## src/rtl/cim_add_column.sv

```systemverilog
// Array-side responder for the bit-serial add sequencer: operand/result rows,
// per-column carry latches, protocol checker and DONE-triggered result capture.

// One adder column: v1/v2 operand rows, result row p, carry latch, captured sum.
module cim_add_lane #(
  parameter int BITS = 8
) (
  input  logic            clk,
  input  logic            rst_n,
  input  logic            ld,
  input  logic [BITS-1:0] ld_a,
  input  logic [BITS-1:0] ld_b,
  input  logic [BITS-1:0] rwl,
  input  logic [BITS-1:0] wwl,   // already gated to a legal one-hot or zero
  input  logic            c_en,
  input  logic            clr,
  input  logic            cap,
  output logic [BITS:0]   res
);
  logic [BITS-1:0] v1, v2, p;
  logic            carry;
  logic            a, b, s, maj;

  // Bitline read: the selected cell drives the line, no selection reads 0.
  assign a   = |(v1 & rwl);
  assign b   = |(v2 & rwl);
  assign s   = a ^ b ^ carry;
  assign maj = (a & b) | (a & carry) | (b & carry);

  // Operand load, result write, carry update and sum capture; CLR wins over writes.
  always_ff @(posedge clk or negedge rst_n) begin
    if (!rst_n) begin
      v1    <= '0;
      v2    <= '0;
      p     <= '0;
      carry <= 1'b0;
      res   <= '0;
    end else begin
      if (ld) begin
        v1 <= ld_a;
        v2 <= ld_b;
      end
      if (clr) begin
        carry <= 1'b0;
        p     <= '0;
        res   <= '0;
      end else begin
        if (c_en) carry <= maj;
        p <= (p & ~wwl) | ({BITS{s}} & wwl);
        if (cap) res <= {carry, p};
      end
    end
  end
endmodule

module cim_add_column #(
  parameter int BITS = 8,
  parameter int COLS = 4
) (
  input  logic                   clk,
  input  logic                   rst_n,
  input  logic                   ld_en,
  input  logic [COLS*BITS-1:0]   ld_a,
  input  logic [COLS*BITS-1:0]   ld_b,
  input  logic [BITS-1:0]        RWLv1,
  input  logic [BITS-1:0]        RWLv2,
  input  logic [BITS-1:0]        WWLp,
  input  logic                   C_EN,
  input  logic                   CLR,
  input  logic                   DONE,
  output logic [COLS*(BITS+1)-1:0] sum,
  output logic                   sum_valid,
  output logic                   proto_err
);
  logic                       idle, ld_ok, wr_ok, done_q, done_rise, viol;
  logic [BITS-1:0]            wwl_g;
  logic [COLS-1:0][BITS:0]    res;

  assign idle      = (RWLv1 == '0) && (RWLv2 == '0) && (WWLp == '0);
  assign ld_ok     = ld_en && idle;
  // A multi-hot write wordline performs no write at all.
  assign wr_ok     = $onehot(WWLp);
  assign wwl_g     = wr_ok ? WWLp : '0;
  assign done_rise = DONE && !done_q;

  assign viol = (RWLv1 != RWLv2)
             || ((RWLv1 != '0) && !$onehot(RWLv1))
             || ((WWLp  != '0) && !wr_ok)
             || ((WWLp  != '0) && (WWLp != RWLv1))
             || (C_EN && (RWLv1 == '0))
             || (ld_en && !idle);

  genvar c;
  generate
    for (c = 0; c < COLS; c++) begin : g_col
      cim_add_lane #(.BITS(BITS)) u_lane (
        .clk   (clk),
        .rst_n (rst_n),
        .ld    (ld_ok),
        .ld_a  (ld_a[c*BITS +: BITS]),
        .ld_b  (ld_b[c*BITS +: BITS]),
        .rwl   (RWLv1),
        .wwl   (wwl_g),
        .c_en  (C_EN),
        .clr   (CLR),
        .cap   (done_rise),
        .res   (res[c])
      );
      assign sum[c*(BITS+1) +: BITS+1] = res[c];
    end
  endgenerate

  // DONE edge detect, result-valid flag and sticky protocol flag.
  always_ff @(posedge clk or negedge rst_n) begin
    if (!rst_n) begin
      done_q    <= 1'b0;
      sum_valid <= 1'b0;
      proto_err <= 1'b0;
    end else begin
      done_q <= DONE;
      if (CLR)            sum_valid <= 1'b0;
      else if (done_rise) sum_valid <= 1'b1;
      if (viol)           proto_err <= 1'b1;
    end
  end
endmodule

```

## config.mk

```make
export PLATFORM = sky130hd
export DESIGN_NAME = cim_add_column
export DESIGN_NICKNAME = d
export VERILOG_FILES = /design/src/rtl/cim_add_column.sv
export SDC_FILE = /design/constraint.sdc
export NUM_CORES = 1
export LEC_CHECK = 0
export ABC_AREA = 1
export BUFFER_PORTS_ARGS = -buffer_cell sky130_fd_sc_hd__buf_2
export CAP_MARGIN = 20
export CORE_ASPECT_RATIO = 1.5
export CORE_MARGIN = 2
export CORE_UTILIZATION = 62
export CTS_BUF_LIST = sky130_fd_sc_hd__clkbuf_2 sky130_fd_sc_hd__clkbuf_4 sky130_fd_sc_hd__clkbuf_8
export DETAILED_ROUTE_END_ITERATION = 16
export PLACE_DENSITY = 0.88
export RECOVER_POWER = 100
export SLEW_MARGIN = 40
export SYNTH_ARGS = -nofsm -noshare
export SYNTH_HDL_FRONTEND = slang
export SYNTH_SLANG_ARGS = --single-unit
```

## constraint.sdc

```tcl
create_clock -name clk -period 3.9 [get_ports clk]
set_clock_uncertainty 0.1 [all_clocks]
set_input_delay 0.78 -clock clk [delete_from_list [all_inputs] [get_ports clk]]
set_output_delay 0.78 -clock clk [all_outputs]
set_load 0.01 [all_outputs]
```

Word level (Yosys, flattened, before mapping). Index checks and enable logic that the tools add are counted.

Logic and storage cells: 146. Output and inout port bits: 38. Input bits: 94. Bits in registers: 139. ROM bits: 0. Bits in latches: 0. Memories: 0. Bits in writable memories: 0.

Divide/modulo/power cells: 0. Shifts and indexed selects: 0. Bitwise logic cells: 49. Reduce and logical (&&, ||, !) cells: 33. Magnitude comparators: 0. $add $sub $neg: 14. Equality and inequality tests: 4. Mux-type cells: 23. $mul: 0.

Operators by type and width (count): AND 8 bit (16); two-way mux 9 bit (8); OR reduction 8 bit (8); two-way mux 8 bit (5); bitwise OR 8 bit (4); logical NOT 8 bit (3); adder 1 x 1 -> 2 bit (8); inequality test 8 bit (2); nonzero test 8 bit (2); adder 2 x 2 -> 3 bit (4); AND 1 bit (12); two-way mux 1 bit (10); logical AND 1 bit (9); adder 3 x 3 -> 4 bit (2); equality test 4 x 1 -> 1 bit (second input constant) (2); inverter 8 bit (1); bitwise OR 1 bit (8); bitwise XOR 1 bit (8); logical OR 1 bit (5); logical NOT 1 bit (4); nonzero test 2 bit (2).

Depth between registers and ports, before layout. Gate-level depths: netlist of run 1.

Depth in word-level cells: 11. Mapped depth: 15. Mapped depth without buffers: 15.

Cells and area by module. From an unflattened synthesis of run 1, not the netlist that was laid out.

Cell total of the unflattened synthesis: 821. Area, all modules: 6937.9 µm².

Modules (own cells, without submodules): cim_add_lane (area each 1510.2 µm², instances 4, cells each 167, sequential area each 850.8 µm²); cim_add_column (area each 897.1 µm², instances 1, cells each 153, sequential area each 75.1 µm²).

Worst setup path after synthesis of run 1. OpenSTA, ideal clock, no wires.

Kind: input-to-reg. From: input WWLp[0]. To: register g_col[3].u_lane.p[5]. Library setup time: 0.078 ns. Data arrival time: 3.813 ns. Buffers on the path: 0. Setup slack: -0.091 ns. Required time: 3.722 ns. Stages on the path: 14. Cells stage by stage: inv_1 > fa_1 > fa_1 > fa_1 > inv_1 > ha_1 > inv_1 > fa_1 > nand2_1 > a21oi_1 > nand2_1 > nor2_1 > o21ai_0 > a21oi_1.

Word-level cells in the longest chain between the ends: 9. Elaborated cells between the ends (all ways): 10. Classes of those cells: add/sub: 3; eq/ne: 1; mux: 2; bitwise: 4.

Ends and longest elaborated chain: start, declared (RTL line 67) `input logic [BITS-1:0] WWLp,`; adder 1 x 1 -> 2 bit (implied by the code) * (RTL line 82) `assign wr_ok = $onehot(WWLp);`; adder 2 x 2 -> 3 bit (implied by the code) * (RTL line 82); adder 3 x 3 -> 4 bit (implied by the code) * (RTL line 82); equality test 4 x 1 -> 1 bit * (RTL line 82); two-way mux 8 bit * (RTL line 83) `assign wwl_g = wr_ok ? WWLp : '0;`; inverter 8 bit (RTL line 49) `p <= (p & ~wwl) | ({BITS{s}} & wwl);`; AND 8 bit (RTL line 49); bitwise OR 8 bit * (RTL line 49); two-way mux 8 bit * (RTL line 43) `if (clr) begin`; end signal, assigned (RTL line 49); end, declared (RTL line 20) `logic [BITS-1:0] v1, v2, p;`.

Mark *: on every way between the ends. The rest lies on a longest branch, timed or not. A chain may end at the register's enable or synchronous reset.

Final worst setup path of run 1.
From: input WWLp[3]. To: register g_col[2].u_lane.p[4].

Word-level cells in the longest chain between the ends: 9. Elaborated cells between the ends (all ways): 10. Classes of those cells: add/sub: 3; eq/ne: 1; mux: 2; bitwise: 4.

Ends and longest elaborated chain (RTL line): adder 1 x 1 -> 2 bit (implied by the code) * (82); adder 2 x 2 -> 3 bit (implied by the code) * (82); adder 3 x 3 -> 4 bit (implied by the code) * (82); equality test 4 x 1 -> 1 bit * (82); two-way mux 8 bit * (83); inverter 8 bit (49); AND 8 bit (49); bitwise OR 8 bit * (49); two-way mux 8 bit * (43); end signal, assigned (49); end, declared (20).

Marks and branches as above.

==> summary.txt, run 1 <==
Crit path max-delay family - adder cells
launch point of the worst reg-to-reg path - g_col[1].u_lane.v1[5]
antenna-violating nets left - 0
final number of max-transition violations - 87
pin slew with the least headroom to its limit - 2.07 ns
post-synthesis async set-or-reset flop share - 100%
nets in the synthesized netlist - 901
number of cell rows - 47
final-report hold violation count - 0
cell taking the most area after synthesis - dfrtp_1
static power due to leakage - 4.36 nW
clock edge transition at the registers on the reported setup and hold paths - 0.08 ns
kind of critical path - primary input to flip-flop
final worst path period share - 101%
status - finished with violations
clock tree from TritonCTS - done
Worst Setup Slack, final - -0.0454 ns
internal reg-to-reg setup slack - 1.78 ns
Vert. Die Dim - 133 µm
global route total overflow - 0
global routing usage summed across all routing layers - 29.5%
path depth of the worst reg2reg path - 7
flip-flop cell with the highest count after synthesis - dfrtp_1
CTS sink count - 139
Post-layout nets - 1032
count of pins on the block boundary - 132
vias - 5922
data arrival time of the worst path - 4.19 ns
H-tree lvl count - 4
Post-CTS Hold Fix Bufs - 0
Overall Power - 0.00347 W
violated checks - capacitance limit, slew limit, setup timing
standard cell with the maximum stage delay on the critical path - fa_1
horizontal die dimension - 90.3 µm
cell breakdown of the critical path - buf_8 -> inv_4 -> fa_1 -> fa_1 -> fa_1 -> inv_1 -> ha_2 -> inv_2 -> fa_1 -> nand2_2 -> a21oi_4 -> nand2_4 -> nor2_4 -> o21ai_1 -> a21oi_1
Worst-Skew Late Latency - 0.44 ns
delay of the slowest cell on the worst path - 0.52 ns
DRC Markers - 0
Ant. Diodes - 0
Max Fanout on Critical Path - 8
leading cell types by count after synthesis - nand2_1, dfrtp_1, inv_1
full die area - 12000 µm²
drt total wl - 17300 µm
RSZ-0062 raised after global routing - true
Starting DRT DRC Count - 409
worst hold path endpoint - done_q
worst reg2reg path endpoint - g_col[1].u_lane.p[1]
power per unit of standard cell area - 418 nW/µm²
Clock Tree Root - clkbuf_8
number of antenna violations at the first check in global routing - 0
MaxCap Viol Count - 1
Min Clock Period, post-route - 3.95 ns
maximum number of pins on one net before global-route repair - 87
Worst Hold Depth - 1
Critical path buffers and inverters - 4
unique cell type count in the Yosys netlist - 23
total clock buffers created by CTS - 17
detailed-router iteration count before antenna repair - 6
sequential fraction of the synthesis area - 50.2%
final weighted congestion in routability-driven placement - 0.879
hold path startpoint - DONE
total core area - 10900 µm²
sum of net half-perimeters after detailed placement - 11800 µm
count of flip-flops with a built-in enable after synthesis - 0
DR WL/cell - 16.1 µm
synthesized area per cell - 8.80 µm²
mapped cell area - 6930 µm²
CP startpoint kind - primary input
slew margin rel. - -38.2%
wire length of the first global-routing pass - 28000 µm
ratio of cells with drive above 1 in the final layout - 28.7%
yosys warns - 0
setup violators final - 1
count leader, synth - nand2_1
placed instance area - 7750 µm²
cell type with the highest occurrence count on the critical path - fa_1
Yosys reg bits - 139
peak supply drop - 275 µV
Port-buffer cells - 131
top cell type's share of synthesized area - 50.2%
Initial Utilization - 63.3%
post-layout instance area - 8300 µm²
vias per cell - 5.50
number of buffers between clock root and the deepest sink - 2
synth top area cells - dfrtp_1, nand2_1, nand3_2
via count of the first global-routing pass - 5961
required time worst endpoint - 4.14 ns
critical path capture point type - flip-flop
Worst Hold Class - primary input to flip-flop
maximum clock frequency - 253 MHz
Area Growth Syn to Fin - 19.9%
Cells after Synth - 787
[power by group]
| group | leakage (nW) | total [W] | switching (W) | internal, W |
|---|---|---|---|---|
| Combinational | 2.22 | 0.000589 | 0.000371 | 0.000218 |
| Sequential | 1.92 | 0.00160 | 0.0000703 | 0.00153 |
| Clock | 0.217 | 0.00127 | 0.000541 | 0.000734 |
[cells by family after synthesis]
kind of cell,count (synthesis),share of synthesized area [%]
compound gates,128,10.2
xor+xnor,5,0.632
fa+ha+maj,20,4.91
buf+inv,130,8.38
flops,139,50.2
simple gates,365,25.7
[placed cells by master, fill, tap and decap left out, drive strengths merged]
cell type and count:
ha 8, a221oi 14, a22o 2, fa 12, inv 89, xnor2 5
nand2 227, dfrtp 139, o21ai 71, a21oi 37, nand4 4, clkinv 3
buf 150, o22ai 4, bufinv 4, clkinvlp 2, nor2 28, clkbuf 24
nand3 107
[state kept, by name (all words and copies together), names as in the netlist]
signal / flops
g_col.u_lane.res: 36
g_col.u_lane.p: 32
g_col.u_lane.v1: 32
g_col.u_lane.v2: 32
g_col.u_lane.carry: 4
done_q: 1
proto_err: 1
sum_valid: 1
[per-stage QoR]
step           instances  worst slack, ns  hold WS [ns]  utilization, %  TNS (ns)
2_1_floorplan        787          -0.0437         0.342               -    -0.784
3_3_place_gp        1038           -0.221         0.353            70.8     -6.59
3_5_place_dp        1038           -0.392         0.359            70.8    -10.78
4_1_cts             1069           0.0425         0.309            74.8         0
5_1_grt             1077           -0.165         0.354            75.9     -1.08
6_report            1077          -0.0454         0.372            75.9   -0.0454
[final cells by class]
class                   instances  area, µm²
fillers                       783       2640
clock buffers                  21        270
flip-flops and latches        139       3480
repair buffers                153        867
inverters                      88        333
well taps                     147        184
clock inverters                10        166
multi-input cells             519       3000
[how the worst max path moves through the flow]
stage          slack (ns)              endpoint  depth (start not counted)     from
6_report            -0.05  g_col[2].u_lane.p[4]                         15  WWLp[3]
5_1_grt             -0.17  g_col[2].u_lane.p[4]                         15  WWLp[3]
4_1_cts              0.04  g_col[3].u_lane.p[7]                         15  WWLp[0]
2_1_floorplan       -0.04  g_col[3].u_lane.p[3]                         14  WWLp[0]
3_3_place_gp        -0.22  g_col[3].u_lane.p[3]                         15  WWLp[0]
3_5_place_dp        -0.39  g_col[3].u_lane.p[2]                         15  WWLp[0]
[worst register-to-register path: stages, from the launching register on]
cell and delay, ns:
dfrtp_1 0.38, nand2_1 0.07, nand2_1 0.06, a221oi_1 0.37
nand2_1 0.15, fa_1 0.44, inv_1 0.28, a21oi_1 0.15
[routing by layer]
metal / vias to the layer above / GRT usage, % / part of all wire [%]
met5: - / 0 / 0
met4: 0 / 13.8 / 4.4
met3: 65 / 6.05 / 6.2
met2: 266 / 52.7 / 54
met1: 2781 / 33.9 / 36
li1: 2810 / - / -
[timing repair]
| action | in CTS | in global routing |
|---|---|---|
| endpoints found under the setup margin | 0 | 32 |
| resized for setup | 0 | 32 |
| buffers inserted | 0 | 6 |
(Power assumes the default switching activity.)
==> run 2, diff against run 1 <==
- RECOVER_POWER: 100 -> not set
==> summary.txt, run 2 (synthesis results as in run 1) <==
status - finished with violations
violated checks - setup timing
MaxCap Viol Count - 0 (-1)
Ant. Diodes - 0 (unchanged)
Largest register FFs - 36 (unchanged)
most common cell after layout, fill and taps aside - nand2_1
wire length of the first global-routing pass - 28000 µm (unchanged)
final worst path period share - 101% (+0.19 points)
number of inserted filler cells in the final layout - 779 (-0.51%)
relative contribution of the clock network to total power - 36.7% (about the same)
required time worst endpoint - 4.14 ns (about the same)
CTS sink count - 139 (unchanged)
ratio of cells with drive above 1 in the final layout - 28.8% (+0.11 points)
peak supply drop - 275 µV (+0.17%)
Worst Hold Class - primary input to asynchronous set/reset pin
Starting DRT DRC Count - 395 (-3.4%)
path depth of the worst reg2reg path - 7 (unchanged)
vias - 5940 (+0.30%)
kind of critical path - primary input to flip-flop
utilization after layout - 76.1% (+0.23 points)
Layout Cells excl Fill - 1077 (unchanged)
highest-count cells in the layout ignoring fill and taps - nand2_1, dfrtp_1, buf_2
Worst-Skew Late Latency - 0.44 ns (about the same)
total clock buffers created by CTS - 17 (unchanged)
Initial Utilization - 63.3% (unchanged)
number of cell rows - 47 (unchanged)
launch point of the worst reg-to-reg path - g_col[1].u_lane.v1[5]
post-placement setup slack - -0.392 ns (unchanged)
Max Fanout on Critical Path - 8 (unchanged)
CP startpoint kind - primary input
number of antenna violations at the first check in global routing - 0 (unchanged)
count of pins on the block boundary - 132 (unchanged)
Min Clock Period, post-route - 3.95 ns (+0.00737 ns)
cell type with the highest occurrence count on the critical path - fa_1
Reg with most FFs - g_col.u_lane.res
clock tree from TritonCTS - done
Clock Tree Root - clkbuf_8
DRC Markers - 0 (unchanged)
final weighted congestion in routability-driven placement - 0.879 (unchanged)
post-layout instance area - 8330 µm² (+0.30%)
Critical path buffers and inverters - 4 (unchanged)
setup violators final - 1 (unchanged)
global route total overflow - 0 (unchanged)
sum of net half-perimeters after detailed placement - 11800 µm (unchanged)
total core area - 10900 µm² (unchanged)
DR WL/cell - 16.1 µm (-0.28%)
Post-CTS Hold Fix Bufs - 0 (unchanged)
critical path capture point type - flip-flop
Combinational Power Share - 17.1% (about the same)
Post-layout nets - 1032 (unchanged)
Port-buffer cells - 131 (unchanged)
worst reg2reg path endpoint - g_col[1].u_lane.p[1]
slew margin rel. - 54.8% (+93 points)
Inst Count DP - 1038 (unchanged)
Crit path max-delay family - adder cells
full die area - 12000 µm² (unchanged)
cell breakdown of the critical path - buf_8 -> inv_4 -> fa_1 -> fa_1 -> fa_1 -> inv_1 -> ha_2 -> inv_2 -> fa_1 -> nand2_2 -> a21oi_4 -> nand2_4 -> nor2_4 -> o21ai_1 -> a21oi_1
Vert. Die Dim - 133 µm (unchanged)
data arrival time of the worst path - 4.20 ns (about the same)
clock edge transition at the registers on the reported setup and hold paths - 0.07 ns (about the same)
antenna-violating nets left - 0 (unchanged)
number of buffers between clock root and the deepest sink - 2 (unchanged)
power share of the sequential group - 46.3% (about the same)
static power due to leakage - 4.37 nW (+0.25%)
internal reg-to-reg setup slack - 1.78 ns (about the same)
detailed-router iteration count before antenna repair - 7 (+1)
placed instance area - 7750 µm² (unchanged)
Worst Setup Slack, final - -0.0528 ns (-0.00737 ns)
delay of the slowest cell on the worst path - 0.52 ns (about the same)
pin slew with the least headroom to its limit - 0.678 ns (-1.40 ns)
RSZ-0062 raised after global routing - true
maximum clock frequency - 253 MHz (-0.19%)
horizontal die dimension - 90.3 µm (unchanged)
final-report hold violation count - 0 (unchanged)
Final TNS setup - -0.0528 ns (-0.00737 ns)
maximum number of pins on one net before global-route repair - 87 (unchanged)
Area Growth Syn to Fin - 20.3%
switching share of power - 28.2% (-0.10 points)
drt total wl - 17300 µm (-0.28%)
total net switching power - 0.000978 W (-0.40%)
power per unit of standard cell area - 416 nW/µm² (-0.34%)
global routing usage summed across all routing layers - 29.5% (unchanged)
standard cell with the maximum stage delay on the critical path - fa_1
vias per cell - 5.52 (+0.30%)
Power Internal - 0.00249 W (+0.10%)
final number of max-transition violations - 0 (-100%)
via count of the first global-routing pass - 5961 (unchanged)
H-tree lvl count - 4 (unchanged)
==> run 2: layout make-up <==
class / count / area (µm²) / share of cell area [%]
Clock inverter: 10 / 166 / 2.00
Inverter: 88 / 333 / 4.00
Sequential cell: 139 / 3480 / 41.8
Clock buffer: 21 / 270 / 3.25
Multi-Input combinational cell: 519 / 3000 / 36.1
Tap cell: 147 / 184 / 2.21
Timing Repair Buffer: 153 / 892 / 10.7
==> run 2: how the worst max path moves through the flow <==
stage | from | end | slack, ns | depth (start not counted)
global route | WWLp[3] | g_col[2].u_lane.p[4] | -0.17 | 15
global placement | WWLp[0] | g_col[3].u_lane.p[3] | -0.22 | 15
detailed placement | WWLp[0] | g_col[3].u_lane.p[2] | -0.39 | 15
floorplan | WWLp[0] | g_col[3].u_lane.p[3] | -0.04 | 14
finish | WWLp[3] | g_col[2].u_lane.p[4] | -0.05 | 15
CTS | WWLp[0] | g_col[3].u_lane.p[7] | 0.04 | 15
==> run 2: power groups by stage <==
| stage | combinational [W] | sequential (W) | clock, W |
|---|---|---|---|
| floorplan | 0.000295 | 0.00161 | 0 |
| global placement | 0.000489 | 0.00162 | 0 |
| detailed placement | 0.000514 | 0.00162 | 0 |
| CTS | 0.000523 | 0.00160 | 0.00128 |
| finish | 0.000592 | 0.00160 | 0.00127 |
| global route | 0.000655 | 0.00161 | 0.00136 |
==> run 2: per-layer routing <==
metal,up-vias,global-route usage (%),wire length (µm)
li1,2807,-,-
met1,2769,33.9,6080
met2,291,52.7,9270
met3,73,6.05,1160
met4,0,13.8,791
met5,-,0,0
==> run 2: timing repair <==
action	4_1_cts	5_1_grt
endpoints found under the setup margin	0	32
resized for setup	0	32
buffers inserted	0	6
==> run 2: per-stage QoR <==
step	hold slack (ns)	total power, W
2_1_floorplan	0.342	0.00191
3_3_place_gp	0.353	0.00211
3_5_place_dp	0.359	0.00214
4_1_cts	0.309	0.00340
5_1_grt	0.307	0.00363
6_report	0.272	0.00347
==> run 3, diff against run 2 <==
- RECOVER_POWER: not set -> 50
- SYNTH_HIERARCHICAL: not set -> 1
==> summary.txt, run 3 <==
status - finished with violations
violated checks - capacitance limit, slew limit, setup timing
switching share of power - 28.9% (+0.64 points)
slew margin rel. - -33.5% (-88 points)
Cells after Synth - 821 (+4.3%)
synthesized area per cell - 8.45 µm² (-4.0%)
horizontal die dimension - 90.4 µm (about the same)
Vert. Die Dim - 134 µm (about the same)
top cell type's share of synthesized area - 50.1% (-0.091 points)
clock edge transition at the registers on the reported setup and hold paths - 0.08 ns (about the same)
antenna-violating nets left - 0 (unchanged)
power share of the sequential group - 46.4% (about the same)
number of cell rows - 47 (unchanged)
global routing usage summed across all routing layers - 29.1% (-0.34 points)
Initial Utilization - 63.1% (-0.22 points)
number of inserted filler cells in the final layout - 781 (+0.26%)
area of all sequential standard cells - 3480 µm² (unchanged)
final-report hold violation count - 0 (unchanged)
full die area - 12100 µm² (+0.17%)
required time worst endpoint - 4.17 ns (+0.03 ns)
Worst Hold Margin - 0.361 ns (+0.0898 ns)
unique cell type count in the Yosys netlist - 22 (-4.3%)
sum of net half-perimeters after detailed placement - 11900 µm (+0.59%)
Final TNS setup - -0.674 ns (-0.622 ns)
RSZ-0062 raised after global routing - true
data arrival time of the worst path - 4.30 ns (+0.10 ns)
maximum number of pins on one net before global-route repair - 106 (+22%)
leading cell types by count after synthesis - nand2_1, dfrtp_1, inv_1
routed wl met2 - 9360 µm (+0.99%)
flip-flop cell with the highest count after synthesis - dfrtp_1
number of buffers between clock root and the deepest sink - 2 (unchanged)
final worst path period share - 103% (+1.9 points)
power per unit of standard cell area - 409 nW/µm² (-1.8%)
Combinational Power Share - 17.9% (+0.8 points)
DR WL/cell - 15.3 µm (-4.9%)
Power Internal - 0.00246 W (-1.2%)
CP startpoint kind - primary input
final number of max-transition violations - 84 (+84)
via count of the first global-routing pass - 5698 (-4.4%)
yosys warns - 6 (+6)
count leader, synth - nand2_1
global route total overflow - 0 (unchanged)
pin slew with the least headroom to its limit - 2.00 ns (+1.32 ns)
mapped cell area - 6940 µm² (+0.18%)
count of flip-flops with a built-in enable after synthesis - 0 (unchanged)
ratio of cells with drive above 1 in the final layout - 28.8% (about the same)
number of antenna violations at the first check in global routing - 0 (unchanged)
detailed-router iteration count before antenna repair - 5 (-2)
H-tree lvl count - 4 (unchanged)
nets in the synthesized netlist - 935 (+3.8%)
drt total wl - 17400 µm (+0.69%)
relative contribution of the clock network to total power - 35.8% (-0.9 points)
Post-CTS Hold Fix Bufs - 0 (unchanged)
kind of critical path - primary input to flip-flop
total core area - 11000 µm² (+0.54%)
Worst-Skew Late Latency - 0.44 ns (about the same)
count of pins on the block boundary - 132 (unchanged)
wire length of the first global-routing pass - 27400 µm (-2.1%)
post-synthesis async set-or-reset flop share - 100% (unchanged)
most common cell after layout, fill and taps aside - nand2_1
Worst Setup Slack, final - -0.128 ns (-0.0749 ns)
synth top area cells - dfrtp_1, nand2_1, inv_1
final weighted congestion in routability-driven placement - 0.879 (unchanged)
Post-layout nets - 1096 (+6.2%)
Port-buffer cells - 131 (unchanged)
sequential fraction of the synthesis area - 50.1% (-0.091 points)
wire length on met1 - 6310 µm (+3.9%)
maximum clock frequency - 248 MHz (-1.9%)
clock tree from TritonCTS - done
total net switching power - 0.000997 W (+1.9%)
total clock buffers created by CTS - 17 (unchanged)
cell taking the most area after synthesis - dfrtp_1
Starting DRT DRC Count - 350 (-11%)
DRC Markers - 0 (unchanged)
peak supply drop - 279 µV (+1.3%)
vias per cell - 5.24 (-5.0%)
Min Clock Period, post-route - 4.03 ns (+0.0749 ns)
Area Growth Syn to Fin - 21.9%
Ant. Diodes - 0 (unchanged)
setup violators final - 13 (+12)
met3 WL post-DR - 918 µm (-21%)
Yosys reg bits - 139 (unchanged)
area of combinational cells with multiple inputs - 2980 µm² (-0.96%)
highest-count cells in the layout ignoring fill and taps - nand2_1, dfrtp_1, buf_2
critical path capture point type - flip-flop
Clock Tree Root - clkbuf_8
Reg with most FFs - g_col.u_lane/res
Max Fanout on Critical Path - 8 (unchanged)
static power due to leakage - 4.63 nW (+5.9%)
vias - 5970 (+0.51%)
Worst Hold Class - primary input to flip-flop
MaxCap Viol Count - 1 (+1)
top routing layer in use - met4
Largest register FFs - 36 (unchanged)
CTS sink count - 139 (unchanged)
[run 3: cell count changes after synthesis, sizes merged, moves of 18 or more]
| cell | previous run | this run |
|---|---|---|
| nand3 | 107 | 42 |
| nand2 | 226 | 284 |
| o21ai | 71 | 102 |
| inv | 88 | 116 |
| nor2 | 28 | 50 |
| clkbuf | 18 | 0 |
[run 3: power by group through the flow]
stage / clock [W] / sequential (W) / combinational [W]
floorplan: 0 / 0.00160 / 0.000312
global placement: 0 / 0.00162 / 0.000489
detailed placement: 0 / 0.00162 / 0.000515
CTS: 0.00124 / 0.00159 / 0.000525
global route: 0.00132 / 0.00161 / 0.000678
finish: 0.00124 / 0.00160 / 0.000617
[run 3: logic make-up after synthesis]
logic type / after synthesis / synth area share [%]
and+or+nand+nor: 378 / 24.4
AOI/OAI and AO/OA: 142 / 10.7
DFF: 139 / 50.1
buffers and inverters: 136 / 9.09
adders and majority gates: 20 / 4.91
xor gates and xnor gates: 6 / 0.757
[run 3: path summary, 6_finish.rpt]
path                                     endpoint  slack [ns]  cells after the start              startpoint
setup / recovery             g_col[0].u_lane/p[7]       -0.13                     18                 WWLp[3]
hold / removal                             done_q        0.36                      1                    DONE
setup reg to reg             g_col[0].u_lane/p[5]        2.02                      7   g_col[0].u_lane/v1[7]
hold reg to reg            g_col[2].u_lane/res[6]        0.37                      2  g_col[2].u_lane/res[6]
max in group asynchronous   g_col[0].u_lane/v2[4]        0.72                      2                   rst_n
min in group asynchronous  g_col[2].u_lane/res[7]        0.44                      1                   rst_n
[run 3: worst max-delay path: stages]
cell	delay, ns
buf_8	0.08
inv_4	0.03
fa_1	0.50
fa_1	0.54
fa_1	0.42
inv_2	0.08
ha_4	0.12
inv_2	0.03
fa_1	0.49
nand2_1	0.05
inv_1	0.06
o21ai_2	0.06
a21oi_2	0.22
clkinv_4	0.21
nor2_4	0.24
buf_4	0.16
o21ai_2	0.07
a21oi_2	0.14
[run 3: final cells by class]
class                      instances  area share (%)
clock buffer                      18            2.86
clock inverter                    12            2.06
inverter                         116            5.50
multi-input combinational        546            35.2
sequential                       139            41.1
tap                              147            2.17
timing repair buffer             162            11.1
[run 3: routing by layer]
| metal | up-vias | GRT usage [%] |
|---|---|---|
| met2 | 236 | 52.0 |
| met1 | 2794 | 33.5 |
| met3 | 58 | 5.60 |
| li1 | 2882 | - |
| met5 | - | 0 |
| met4 | 0 | 14.4 |
[run 3: metrics by stage]
stage	cell area, µm²	worst slack, ns	cells	total power, W	util (%)
6_report	8460	-0.128	1140	0.00346	76.9
5_1_grt	8460	-0.269	1140	0.00361	76.9
4_1_cts	8260	-0.00934	1128	0.00336	75.1
3_5_place_dp	7830	-0.451	1098	0.00214	71.2
3_3_place_gp	7830	-0.301	1098	0.00211	71.2
2_1_floorplan	7000	-0.00203	821	0.00191	-
[run 3: what timing repair did]
action | 4_1_cts | 5_1_grt
setup endpoints to repair | 5 | 32
setup buffers | 0 | 11
gates resized for setup | 2 | 41
pin swaps | 0 | 9
